<file path="src/rtl/avr_mul_ctrl.sv">
// avr_mul_ctrl: issue controller that shares the single 2-stage avr_mul
// between the core instruction path and a coprocessor port.
//
// Ports:
//   ireset, cp2, cp2en            async active-low reset, clock, clock enable
//   core_mul_req, core_*          core issue (never stalls, absolute priority)
//   core_res_vld/res/c/z          core result, valid the cycle after issue
//   cop_req_vld/rdy, cop_*        coprocessor request handshake + operands
//   cop_res_vld/rdy, cop_res/c/z  coprocessor one-entry result buffer
//   mul_rd/rr/muls/mulsu          avr_mul issue-cycle inputs (combinational)
//   mul_fmul                      avr_mul result-cycle shift control (registered)
//   mul_mr/mc/mz                  avr_mul result and flags
module avr_mul_ctrl (
    input  logic        ireset,
    input  logic        cp2,
    input  logic        cp2en,
    input  logic        core_mul_req,
    input  logic        core_fmul,
    input  logic        core_muls,
    input  logic        core_mulsu,
    input  logic [7:0]  core_rd,
    input  logic [7:0]  core_rr,
    output logic        core_res_vld,
    output logic [15:0] core_res,
    output logic        core_c,
    output logic        core_z,
    input  logic        cop_req_vld,
    output logic        cop_req_rdy,
    input  logic        cop_fmul,
    input  logic        cop_muls,
    input  logic        cop_mulsu,
    input  logic [7:0]  cop_rd,
    input  logic [7:0]  cop_rr,
    output logic        cop_res_vld,
    input  logic        cop_res_rdy,
    output logic [15:0] cop_res,
    output logic        cop_c,
    output logic        cop_z,
    output logic        mul_muls,
    output logic        mul_mulsu,
    output logic [7:0]  mul_rd,
    output logic [7:0]  mul_rr,
    output logic        mul_fmul,
    input  logic [15:0] mul_mr,
    input  logic        mul_mc,
    input  logic        mul_mz
);

    typedef enum logic [1:0] {
        OWN_NONE = 2'd0,
        OWN_CORE = 2'd1,
        OWN_COP  = 2'd2
    } own_t;

    own_t        s1_own_q, s1_own_d;
    logic        s1_fmul_q, s1_fmul_d;
    logic        cop_res_vld_q, cop_res_vld_d;
    logic [15:0] cop_res_q, cop_res_d;
    logic        cop_c_q, cop_c_d;
    logic        cop_z_q, cop_z_d;

    // Only one coprocessor op may be in flight across stage 1 and the buffer,
    // so a capture and a drain can never land on the same edge.
    assign cop_req_rdy = cp2en & ~core_mul_req & (s1_own_q != OWN_COP) & ~cop_res_vld_q;

    // Operand mux: the coprocessor path is left unqualified by valid; an idle
    // capture is harmless because s1_own records NONE.
    assign mul_rd    = core_mul_req ? core_rd    : cop_rd;
    assign mul_rr    = core_mul_req ? core_rr    : cop_rr;
    assign mul_muls  = core_mul_req ? core_muls  : cop_muls;
    assign mul_mulsu = core_mul_req ? core_mulsu : cop_mulsu;

    // avr_mul applies the FMUL shift after its register, so the mode has to
    // follow the operation into the result cycle.
    assign mul_fmul = s1_fmul_q;

    assign core_res_vld = (s1_own_q == OWN_CORE);
    assign core_res     = mul_mr;
    assign core_c       = mul_mc;
    assign core_z       = mul_mz;

    assign cop_res_vld = cop_res_vld_q;
    assign cop_res     = cop_res_q;
    assign cop_c       = cop_c_q;
    assign cop_z       = cop_z_q;

    always_comb begin
        s1_own_d      = s1_own_q;
        s1_fmul_d     = s1_fmul_q;
        cop_res_vld_d = cop_res_vld_q;
        cop_res_d     = cop_res_q;
        cop_c_d       = cop_c_q;
        cop_z_d       = cop_z_q;
        if (cp2en) begin
            if (core_mul_req) begin
                s1_own_d  = OWN_CORE;
                s1_fmul_d = core_fmul;
            end else if (cop_req_vld && cop_req_rdy) begin
                s1_own_d  = OWN_COP;
                s1_fmul_d = cop_fmul;
            end else begin
                s1_own_d  = OWN_NONE;
                s1_fmul_d = 1'b0;
            end
            if (s1_own_q == OWN_COP) begin
                cop_res_vld_d = 1'b1;
                cop_res_d     = mul_mr;
                cop_c_d       = mul_mc;
                cop_z_d       = mul_mz;
            end else if (cop_res_rdy) begin
                cop_res_vld_d = 1'b0;
            end
        end
    end

    always_ff @(posedge cp2 or negedge ireset) begin
        if (!ireset) begin
            s1_own_q      <= OWN_NONE;
            s1_fmul_q     <= 1'b0;
            cop_res_vld_q <= 1'b0;
            cop_res_q     <= 16'h0000;
            cop_c_q       <= 1'b0;
            cop_z_q       <= 1'b0;
        end else begin
            s1_own_q      <= s1_own_d;
            s1_fmul_q     <= s1_fmul_d;
            cop_res_vld_q <= cop_res_vld_d;
            cop_res_q     <= cop_res_d;
            cop_c_q       <= cop_c_d;
            cop_z_q       <= cop_z_d;
        end
    end

endmodule
</file>
<file path="config.mk">
export PLATFORM = sky130hd
export DESIGN_NAME = avr_mul_ctrl
export DESIGN_NICKNAME = d
export VERILOG_FILES = /design/src/rtl/avr_mul_ctrl.sv
export SDC_FILE = /design/constraint.sdc
export NUM_CORES = 1
export LEC_CHECK = 0
export CAP_MARGIN = 20
export CORE_UTILIZATION = 30
export DETAILED_ROUTE_END_ITERATION = 12
export GPL_TIMING_DRIVEN = 0
export HOLD_SLACK_MARGIN = 0.12
export MAX_ROUTING_LAYER = met4
export PLACE_DENSITY = 0.8
export SLEW_MARGIN = 5
export SYNTH_ARGS = -nofsm -noshare
export SYNTH_HDL_FRONTEND = slang
export SYNTH_SLANG_ARGS = --single-unit
</file>
<file path="constraint.sdc">
create_clock -name cp2 -period 2.1 [get_ports cp2]
set_clock_uncertainty 0.1 [all_clocks]
set_input_delay 0.315 -clock cp2 [delete_from_list [all_inputs] [get_ports cp2]]
set_output_delay 0.315 -clock cp2 [all_outputs]
set_load 0.03 [all_outputs]
</file>
==> results.json <==
{
  "status": "complete, no violations",
  "ys_warn_count": 0,
  "wl_mm": 3.41,
  "grt_pass1_wl_mm": 5.37,
  "vdd.ir_drop.worst_mv": 0.336,
  "critPathArrivalTime_ns": 1.57,
  "first_global_vias": 1236,
  "syn-cell-area_um2": 1260,
  "ys_seq_area_share_pct": 43.8,
  "worstMarginPinSlew_ns": 0.351,
  "crit_path_end_kind": "output pin",
  "final_util_pct": 64.2,
  "ys_types": 16,
  "dieHeight_um": 66.7,
  "num_vias": 1173,
  "start_util_pct": 31.4,
  "path_clk_slew_ns": 0.07,
  "wl_per_cell_um": 12.8,
  "path_class": "in2out",
  "area_delta_synth_final_pct": 104,
  "ant_nets": 0,
  "drv_cap": 0,
  "htree_levels": 1,
  "post-route-period-util_pct": 94.4,
  "nets": 280,
  "die-area_um2": 4450,
  "cts_sinks": 22,
  "critical_path.slowest_cell": "clkdlybuf4s50_1",
  "grt_max_degree": 23,
  "leakage_nw": 1.13,
  "track_usage_pct": 16.6,
  "syn_avg_cell_area_um2": 13.5,
  "grt_setup_unrepaired": "no",
  "synth_area_leaders": "dfrtp_1 (44%), mux2_2 (25%), buf_4 (11%)",
  "post-route-min-period_ns": 1.98,
  "synth_nets": 155,
  "numCtsBuffers": 3,
  "diodes": 0,
  "chipWidth_um": 66.7,
  "timing.fmax_ghz": 0.505,
  "numPortBuffers": 119,
  "crit_path_max_incr_delay_ns": 0.65,
  "dr.pass1.iters": 2,
  "drc": 0,
  "worstPathMaxFanout": 2,
  "crit_path_start_kind": "primary input",
  "ys_seq_elements": 22,
  "cts_tree": "yes",
  "core_area_um2": 4000,
  "crit_chain": "clkdlybuf4s50_1 -> buf_4 -> clkdlybuf4s50_1",
  "via_per_inst": 4.41,
  "drtIter0Drc": 19,
  "layout-drive-gt1-share_pct": 32.4,
  "pre_cts_ws_ns": -0.415,
  "hold_viol_final": 0,
  "crit_top_cell": "clkdlybuf4s50_1",
  "finalWorstSetupSlack_ns": 0.118,
  "routabilityCongestion": 0.741,
  "hold_path.class": "in2async",
  "clockBufferDepth": 2,
  "io-pin-count": 120,
  "grt_remaining_overflow": 0,
  "synth_top_area_share_pct": 43.8,
  "cts_setup_buffers": 0,
  "dp_hpwl_mm": 2.87,
  "power_density_nw_per_um2": 797,
  "synth_top_cell_by_area": "dfrtp_1",
  "setup_viol": 0,
  "antenna_found_initial": 0,
  "relSlewSlack_pct": 76.5,
  "clk_latency_ns": 0.25,
  "clockRootBuffer": "clkbuf_8",
  "worstPathRequired_ns": 1.68,
  "rows": 23,
  "synthCells": 93,
  "drv_slew": 0
}
-- report_power, final --
group	internal, mW	switching [mW]	leakage, nW	total [mW]
registers	0.567	0.0771	0.268	0.644
clock network	0.127	0.119	0.0216	0.246
logic	0.592	0.565	0.846	1.16
total	1.29	0.761	1.13	2.05
-- Yosys cell counts (all sizes together) --
cell type,count
nor2b,1
nor2,1
mux2,37
and2b,1
buf,21
a22o,1
nand2,5
dfrtp,22
a21oi,1
a31o,1
inv,1
nor4,1
-- routing by layer --
| layer | up-vias | track usage (%) | part of all wire [%] |
|---|---|---|---|
| li1 | 557 | - | - |
| met1 | 555 | 18.7 | 38 |
| met4 | 0 | 4.52 | 0.50 |
| met5 | - | - | 0 |
| met2 | 59 | 27.8 | 51 |
| met3 | 2 | 5.82 | 10 |
-- critical path, delay by kind of cell --
kind / cells / cell delay, ns
buf+inv: 3 / 1.25
-- cell families after synthesis --
kind of cell           after synthesis  share of synthesized area (%)
muxes                               37                           35.9
and+or+nand+nor                      9                           5.78
buffers and inverters               22                           12.7
AOI/OAI and AO/OA                    3                           1.79
DFF                                 22                           43.8
-- flip-flops by register name (all words and copies together), names as in the netlist --
name,count
cop_c,1
cop_res_vld,1
cop_res,16
s1_own_q,2
mul_fmul,1
cop_z,1
-- final timing paths --
check	from	end	slack (ns)	cells after the start
setup / recovery	mul_mr[9]	core_res[9]	0.12	3
hold / removal	ireset	cop_res[4]	0.17	1
setup reg to reg	s1_own_q[0]	cop_res[6]	0.67	4
hold reg to reg	cop_res[2]	cop_res[2]	0.41	1
max in group asynchronous	ireset	cop_res[2]	1.34	2
min in group cp2	cop_res[2]	cop_res[2]	0.41	1
-- layout by cell type, fill, tap and decap left out --
| cell | instances |
|---|---|
| clkdlybuf4s50_1 | 98 |
| mux2_2 | 28 |
| dfrtp_1 | 22 |
| buf_4 | 18 |
| dlygate4sd2_1 | 13 |
| mux2_4 | 9 |
| nand2_1 | 4 |
| clkdlybuf4s15_1 | 4 |
| clkdlybuf4s15_2 | 4 |
| buf_6 | 3 |
| clkbuf_8 | 3 |
| inv_2 | 1 |
| nor2b_4 | 1 |
| nor4_4 | 1 |
| and2b_1 | 1 |
| nand2_4 | 1 |
| a22o_1 | 1 |
| nor2_1 | 1 |
| a21oi_1 | 1 |
| a31o_1 | 1 |
| buf_8 | 1 |
-- final cells by class --
cell class	instances	area, um2
clock buffers	3	41.3
flip-flops and latches	22	551
plain buffers	21	169
well taps	50	62.6
repair buffers	120	1190
multi-input cells	49	546
fillers	336	1430
inverters	1	3.75
-- through the flow --
stage,hold WS (ns),setup TNS [ns],std cells,total power [mW],instance area [um2]
CTS,0.411,0,265,2.07,2550
detailed placement,0.393,-7.46,262,1.83,2510
floorplan,-0.0806,0,93,1.28,1260
finish,0.174,0,266,2.05,2570
global placement,0.389,-7.51,262,1.82,2510
global route,0.175,0,266,2.15,2570
-- timing repair --
item / 4_1_cts / 5_1_grt
hold buffers: 0 / 0
resized for setup: 37 / 0
setup endpoints to repair: 19 / 0
Note: power is estimated with default switching activity, not from simulation.
